File: src/rtl/fgyrus_pcm_pkg.sv
// Shared types for the fgyrus PCM fetch path: FSM state, stream tag, frame size.
// Latency: n/a (types and a pure helper function only).
// Backpressure: n/a.
package fgyrus_pcm_pkg;

    // Buffer address width the stream tag is sized for; the top's address
    // parameter defaults to this and must stay equal to it.
    localparam int PCM_ADDR_W      = 8;
    localparam int PCM_FRAME_WORDS = 1 << PCM_ADDR_W;

    typedef enum logic [1:0] {
        ST_IDLE  = 2'd0,
        ST_FETCH = 2'd1,
        ST_DRAIN = 2'd2
    } fetch_state_t;

    typedef struct packed {
        logic                    chnl;
        logic [PCM_ADDR_W-2:0]   idx;
        logic                    sof;
        logic                    eof;
    } samp_tag_t;

    // Buffer is left/right interleaved: bit 0 picks the channel, the rest is
    // the sample index; first and last buffer words bound the frame.
    function automatic samp_tag_t addr_to_tag(input logic [PCM_ADDR_W-1:0] addr);
        samp_tag_t tag;
        tag.chnl = addr[0];
        tag.idx  = addr[PCM_ADDR_W-1:1];
        tag.sof  = (addr == '0);
        tag.eof  = (addr == '1);
        return tag;
    endfunction

endpackage

File: src/rtl/fgyrus_pcm_fetch_fifo.sv
// Small synchronous FIFO holding returned PCM words with their tags.
// Latency: a push is visible at the head on the next cycle.
// Backpressure: push is ignored when full (never happens in use), pop ignored when empty.
//
// Ports: clk/rst_n (async active-low), push/push_data in, pop in,
//        head_data out (entry at read pointer), count/empty/full out.
module fgyrus_pcm_fetch_fifo #(
    parameter  int WIDTH = 8,
    parameter  int DEPTH = 4,
    localparam int PTR_W = (DEPTH > 1) ? $clog2(DEPTH) : 1,
    localparam int CNT_W = $clog2(DEPTH + 1)
) (
    input  logic             clk,
    input  logic             rst_n,
    input  logic             push,
    input  logic [WIDTH-1:0] push_data,
    input  logic             pop,
    output logic [WIDTH-1:0] head_data,
    output logic [CNT_W-1:0] count,
    output logic             empty,
    output logic             full
);

    logic [WIDTH-1:0] mem [DEPTH];
    logic [PTR_W-1:0] wr_ptr;
    logic [PTR_W-1:0] rd_ptr;
    logic             do_push;
    logic             do_pop;

    function automatic logic [PTR_W-1:0] ptr_next(input logic [PTR_W-1:0] ptr);
        return (ptr == PTR_W'(DEPTH - 1)) ? '0 : ptr + 1'b1;
    endfunction

    assign empty     = (count == '0);
    assign full      = (count == CNT_W'(DEPTH));
    assign do_push   = push & ~full;
    assign do_pop    = pop & ~empty;
    // Storage is reset so the head (and every output fed from it) reads 0 in reset.
    assign head_data = mem[rd_ptr];

    always_ff @(posedge clk or negedge rst_n) begin
        if (!rst_n) begin
            for (int i = 0; i < DEPTH; i++) begin
                mem[i] <= '0;
            end
            wr_ptr <= '0;
            rd_ptr <= '0;
            count  <= '0;
        end else begin
            if (do_push) begin
                mem[wr_ptr] <= push_data;
                wr_ptr      <= ptr_next(wr_ptr);
            end
            if (do_pop) begin
                rd_ptr <= ptr_next(rd_ptr);
            end
            case ({do_push, do_pop})
                2'b10:   count <= count + 1'b1;
                2'b01:   count <= count - 1'b1;
                default: count <= count;
            endcase
        end
    end

    // Upstream credit accounting guarantees a slot for every read in flight.
    a_no_overflow: assert property (@(posedge clk) disable iff (!rst_n) !(push && full));

endmodule

File: src/rtl/fgyrus_pcm_fetch.sv
// Fetches the full acortex PCM buffer on each new-frame edge and streams it out tagged.
// Latency: edge in cycle T -> address 0 at T+1 -> first (sof) word valid at T+2+RD_LAT.
// Backpressure: reads issue only while in-flight + FIFO occupancy < FIFO_DEPTH; stalled
//               output holds valid and data stable until ready.
//
// Ports: fgyrus_clk / fgyrus_rst_n; acortex2fgyrus_pcm_rdy (frame level), fgyrus2acortex_addr
//        and acortex2fgyrus_pcm_data (sync-read memory port); pcm_samp_* valid/ready stream
//        with chnl/idx/sof/eof tags; pcm_fetch_busy and pcm_ovrn_pulse status.
module fgyrus_pcm_fetch
    import fgyrus_pcm_pkg::*;
#(
    parameter int PCM_MEM_DATA_W = 32,
    parameter int PCM_MEM_ADDR_W = PCM_ADDR_W,
    parameter int RD_LAT         = 2,
    parameter int FIFO_DEPTH     = 4
) (
    input  logic                      fgyrus_clk,
    input  logic                      fgyrus_rst_n,
    input  logic                      acortex2fgyrus_pcm_rdy,
    output logic [PCM_MEM_ADDR_W-1:0] fgyrus2acortex_addr,
    input  logic [PCM_MEM_DATA_W-1:0] acortex2fgyrus_pcm_data,
    output logic                      pcm_samp_valid,
    input  logic                      pcm_samp_ready,
    output logic [PCM_MEM_DATA_W-1:0] pcm_samp_data,
    output logic                      pcm_samp_chnl,
    output logic [PCM_MEM_ADDR_W-2:0] pcm_samp_idx,
    output logic                      pcm_samp_sof,
    output logic                      pcm_samp_eof,
    output logic                      pcm_fetch_busy,
    output logic                      pcm_ovrn_pulse
);

    localparam int TAG_W  = $bits(samp_tag_t);
    localparam int ENT_W  = PCM_MEM_DATA_W + TAG_W;
    localparam int CNT_W  = $clog2(FIFO_DEPTH + 1);
    localparam int FLT_W  = $clog2(RD_LAT + 1);

    fetch_state_t                state;
    logic                        rdy_d;
    logic                        rdy_edge;
    logic [PCM_MEM_ADDR_W-1:0]   rd_addr;
    logic                        busy;
    logic                        ovrn;

    logic [RD_LAT-1:0]           ret_vld;
    samp_tag_t                   ret_tag [RD_LAT];
    logic [FLT_W-1:0]            in_flight;

    logic                        issue;
    logic                        ret;
    logic                        credit_ok;
    logic                        pop;
    logic                        drain_done;

    logic [ENT_W-1:0]            fifo_head;
    logic [CNT_W-1:0]            fifo_count;
    logic                        fifo_empty;
    logic                        fifo_full;
    samp_tag_t                   head_tag;

    assign rdy_edge  = acortex2fgyrus_pcm_rdy & ~rdy_d;
    assign credit_ok = (int'(in_flight) + int'(fifo_count)) < FIFO_DEPTH;
    assign issue     = (state == ST_FETCH) && credit_ok;
    assign ret       = ret_vld[RD_LAT-1];
    assign pop       = pcm_samp_valid & pcm_samp_ready;
    // Leave DRAIN in the same cycle the last word pops so busy drops right after eof.
    assign drain_done = (in_flight == '0) &&
                        ((fifo_count == '0) || ((fifo_count == CNT_W'(1)) && pop));

    // FSM with registered address, busy and overrun outputs.
    always_ff @(posedge fgyrus_clk or negedge fgyrus_rst_n) begin
        if (!fgyrus_rst_n) begin
            state   <= ST_IDLE;
            rdy_d   <= 1'b0;
            rd_addr <= '0;
            busy    <= 1'b0;
            ovrn    <= 1'b0;
        end else begin
            rdy_d <= acortex2fgyrus_pcm_rdy;
            // busy is the registered flag, so an edge in the cycle busy falls is an overrun.
            ovrn  <= rdy_edge & busy;
            case (state)
                ST_IDLE: begin
                    if (rdy_edge) begin
                        state   <= ST_FETCH;
                        rd_addr <= '0;
                        busy    <= 1'b1;
                    end
                end
                ST_FETCH: begin
                    if (issue) begin
                        if (rd_addr == '1) begin
                            state   <= ST_DRAIN;
                            rd_addr <= '0;
                        end else begin
                            rd_addr <= rd_addr + 1'b1;
                        end
                    end
                end
                ST_DRAIN: begin
                    if (drain_done) begin
                        state <= ST_IDLE;
                        busy  <= 1'b0;
                    end
                end
                default: begin
                    state   <= ST_IDLE;
                    rd_addr <= '0;
                    busy    <= 1'b0;
                end
            endcase
        end
    end

    // Return pipeline: marks the cycle each issued read's data is on the bus.
    always_ff @(posedge fgyrus_clk or negedge fgyrus_rst_n) begin
        if (!fgyrus_rst_n) begin
            ret_vld   <= '0;
            in_flight <= '0;
            for (int i = 0; i < RD_LAT; i++) begin
                ret_tag[i] <= '0;
            end
        end else begin
            ret_vld[0] <= issue;
            ret_tag[0] <= addr_to_tag(rd_addr);
            for (int i = 1; i < RD_LAT; i++) begin
                ret_vld[i] <= ret_vld[i-1];
                ret_tag[i] <= ret_tag[i-1];
            end
            case ({issue, ret})
                2'b10:   in_flight <= in_flight + 1'b1;
                2'b01:   in_flight <= in_flight - 1'b1;
                default: in_flight <= in_flight;
            endcase
        end
    end

    fgyrus_pcm_fetch_fifo #(
        .WIDTH (ENT_W),
        .DEPTH (FIFO_DEPTH)
    ) u_fifo (
        .clk       (fgyrus_clk),
        .rst_n     (fgyrus_rst_n),
        .push      (ret),
        .push_data ({acortex2fgyrus_pcm_data, ret_tag[RD_LAT-1]}),
        .pop       (pop),
        .head_data (fifo_head),
        .count     (fifo_count),
        .empty     (fifo_empty),
        .full      (fifo_full)
    );

    assign {pcm_samp_data, head_tag} = fifo_head;
    assign pcm_samp_valid      = ~fifo_empty;
    assign pcm_samp_chnl       = head_tag.chnl;
    assign pcm_samp_idx        = head_tag.idx;
    assign pcm_samp_sof        = head_tag.sof;
    assign pcm_samp_eof        = head_tag.eof;
    assign fgyrus2acortex_addr = rd_addr;
    assign pcm_fetch_busy      = busy;
    assign pcm_ovrn_pulse      = ovrn;

endmodule

File: config.mk
export PLATFORM = sky130hd
export DESIGN_NAME = fgyrus_pcm_fetch
export DESIGN_NICKNAME = d
export VERILOG_FILES = /design/src/rtl/fgyrus_pcm_pkg.sv /design/src/rtl/fgyrus_pcm_fetch_fifo.sv /design/src/rtl/fgyrus_pcm_fetch.sv
export SDC_FILE = /design/constraint.sdc
export NUM_CORES = 1
export LEC_CHECK = 0
export BUFFER_PORTS_ARGS = -buffer_cell sky130_fd_sc_hd__buf_2
export CAP_MARGIN = 5
export CELL_PAD_IN_SITES_DETAIL_PLACEMENT = 1
export CELL_PAD_IN_SITES_GLOBAL_PLACEMENT = 1
export CORE_ASPECT_RATIO = 0.7
export CORE_MARGIN = 10
export CORE_UTILIZATION = 55
export CTS_BUF_LIST = sky130_fd_sc_hd__clkbuf_4
export DETAILED_ROUTE_END_ITERATION = 12
export GPL_TIMING_DRIVEN = 0
export PLACE_DENSITY_LB_ADDON = 0.25
export SLEW_MARGIN = 25
export SYNTH_ARGS = -nofsm -noshare
export SYNTH_HDL_FRONTEND = slang
export SYNTH_SLANG_ARGS = --single-unit
File: constraint.sdc
create_clock -name fgyrus_clk -period 3.4 [get_ports fgyrus_clk]
set_clock_uncertainty 0.05 [all_clocks]
set_input_delay 0.34 -clock fgyrus_clk [delete_from_list [all_inputs] [get_ports fgyrus_clk]]
set_output_delay 0.34 -clock fgyrus_clk [all_outputs]
set_load 0.05 [all_outputs]
==> run summary <==
1st-iter DRT viols: 344
RD Place Congestion: 0.7581
Seq/Total Area, Yosys: 59.04%
crit path cell chain: clkbuf_1 -> clkbuf_1 -> mux4_2 -> buf_2
Worst-path clk slew: 0.07 ns
Die X: 172.8 um
pin count of the biggest net entering global routing: 78
FF-to-FF path depth: 6
slowest cell on the critical path: clkbuf_1
Layout area overhead: 18.69%
clock latency on the worst-skew pair: 0.61 ns
Yosys reg bits: 212
Core Area: 0.01574 mm2
VDD IR-drop max: 0.0005391 V
Final #Nets: 774
Post-Syn Area: 0.008985 mm2
port bufs: 88
CTS root buffer: clkbuf_4
WL/cell: 21.81 um
Syn Area/Cell: 16.43 um2
Place WS: 1.025 ns
first drt pass iteration count: 4
clock tree sinks: 212
CTS resizes: 0
initial antenna violation count: 1
Overall Global Routing Usage: 19.47%
Synth Instances: 547
Stages on worst setup path: 4
# IOs: 89
largest area contributor in the netlist: dfrtp_1
P_leak: 4.953 nW
CTS tree: done
Worst Setup Slack, final: 0.4423 ns
fraction of registers with async set/reset: 100.0%
final wirelength: 21.14 mm
hold crit path type: in -> async
Worst Setup End Kind: output pin
HPWL Detailed: 14.16 mm
vias in the first global route: 6,443
critical path's most frequent cell: clkbuf_1
minimum clock period: 2.958 ns
drt drc: 0
layout cell share with drive strength beyond 1: 53.61%
EDFF count, synth: 0
Synth top area share: 59.04%
max cap viols: 0
Worst EP required: 3.01 ns
Ys Warns: 0
period utilization: 86.99%
syn_nets: 597
global-route wire length before repair: 34.76 mm
CP max FO: 10
Slew Limit Headroom: 47.23%
R2R setup slack: 1.08 ns
top cell family by delay on the critical path: buffers and inverters
Main synth FF type: dfrtp_1
detailed-route via count: 5,425
die span in y: 126.9 um
Rows: 38
via/cell ratio: 5.599
Tot Pwr: 10.80 mW
clk buf depth: 3
CP startpoint kind: flop
Pwr per Cell Area: 1013 mW/mm2
arrival time worst endpoint: 2.57 ns
WP buf/inv: 3
die area: 0.02193 mm2
worst slew pin tran: 0.7915 ns
highest cell delay on the worst timing path: 0.65 ns
total gr overflow: 0
H-tree depth: 2
CTS buffer count: 51
initial core utilization: 57.09%
largest cells by area after synthesis: dfrtp_1, mux2_2, mux4_2, ha_1, buf_2
RSZ-0062 raised after global routing: no
Setup CP Type: reg -> out
post-synthesis cell type count: 37
Post-synth top cells: dfrtp_1, mux2_2, mux4_2
DRT antenna net count: 0
status: finished clean
TNS Setup: 0 ns
Fmax: 338.1 MHz
Final Max Tran Viols: 0
Final Setup Violations: 0
most common cell in the netlist: dfrtp_1
final hold violation count: 0
[final cells by class]
class,instances,area [um2]
tap,220,275.3
clock buffer,71,533.0
antenna,1,2.502
inverter,10,37.54
timing repair buffer,124,845.8
fill,1449,5074
buffer,26,123.9
sequential,212,5305
clock inverter,6,22.52
multi-input combinational,299,3518
[power by group]
part	internal (mW)	switching (mW)	total (mW)	leakage (nW)
registers	3.49	0.582	4.07	2.62
logic	1.96	2.89	4.85	2.00
clock network	0.942	0.937	1.88	0.336
total	6.39	4.41	10.8	4.95
[kinds of logic after synthesis]
kind of cell             synth area share [%]
AO/OA/AOI/OAI                           2.158
XOR/XNOR                               0.5849
adder cells (fa/ha/maj)                 1.950
buffers and inverters                   1.796
flip-flops                              59.04
multiplexers                            31.95
AND/OR/NAND/NOR                         2.521
[what timing repair did]
action	in CTS	in global routing
hold endpoints to repair	194	0
hold buffers	34	0
setup buffers	0	0
[worst register-to-register path, cell delays in order (launching register included)]
cell and delay [ns]:
dfrtp_1 0.45, inv_1 0.11, ha_1 0.27, a21boi_2 0.34, nand2_1 0.29, buf_2 0.33
mux2_2 0.32
[through the flow]
step	util [%]	hold slack (ns)	area [um2]	cells
6_report	67.76	0.2029	10660	969
3_5_place_dp	62.05	0.2657	9766	857
5_1_grt	67.76	0.1680	10660	969
4_1_cts	67.75	0.1735	10660	968
3_3_place_gp	61.64	0.2815	9701	855
2_1_floorplan	-	-0.005591	8985	547
[final timing paths]
check,from,to
max in group asynchronous,fgyrus_rst_n,u_fifo.mem[66]
min in group fgyrus_clk,pcm_samp_ready,u_fifo.rd_ptr[0]
setup reg to reg,u_fifo.count[0],u_fifo.mem[16]
setup / recovery,u_fifo.rd_ptr[1],pcm_samp_sof
hold reg to reg,ret_tag[15],ret_tag[5]
hold / removal,fgyrus_rst_n,ret_tag[2]
[flip-flops by register name, indices dropped and copies added (netlist names)]
signal / cells
state: 2
pcm_ovrn_pulse: 1
u_fifo.wr_ptr: 2
pcm_fetch_busy: 1
rdy_d: 1
fgyrus2acortex_addr: 8
ret_vld: 2
ret_tag: 20
u_fifo.rd_ptr: 2
u_fifo.mem: 168
in_flight: 2
u_fifo.count: 3
[layer usage]
layer	GRT usage (%)	vias up	share of wire, %
li1	-	2397	-
met1	24.31	2879	43
met5	0	-	0
met3	4.298	21	4.2
met2	34.13	128	51
met4	4.651	0	0.95
[layout by cell type, fill, tap and decap left out, types with 6 or more instances in the layout]
cell type and n:
dlygate4sd3_1 34, ha_1 14, dfrtp_1 212, inv_1 9
o21ai_0 8, clkbuf_4 71, buf_2 108, nand2_1 11
and3_1 6, mux4_2 42, clkinv_1 6, mux2_2 170
Note: power is estimated with default switching activity, not from simulation.
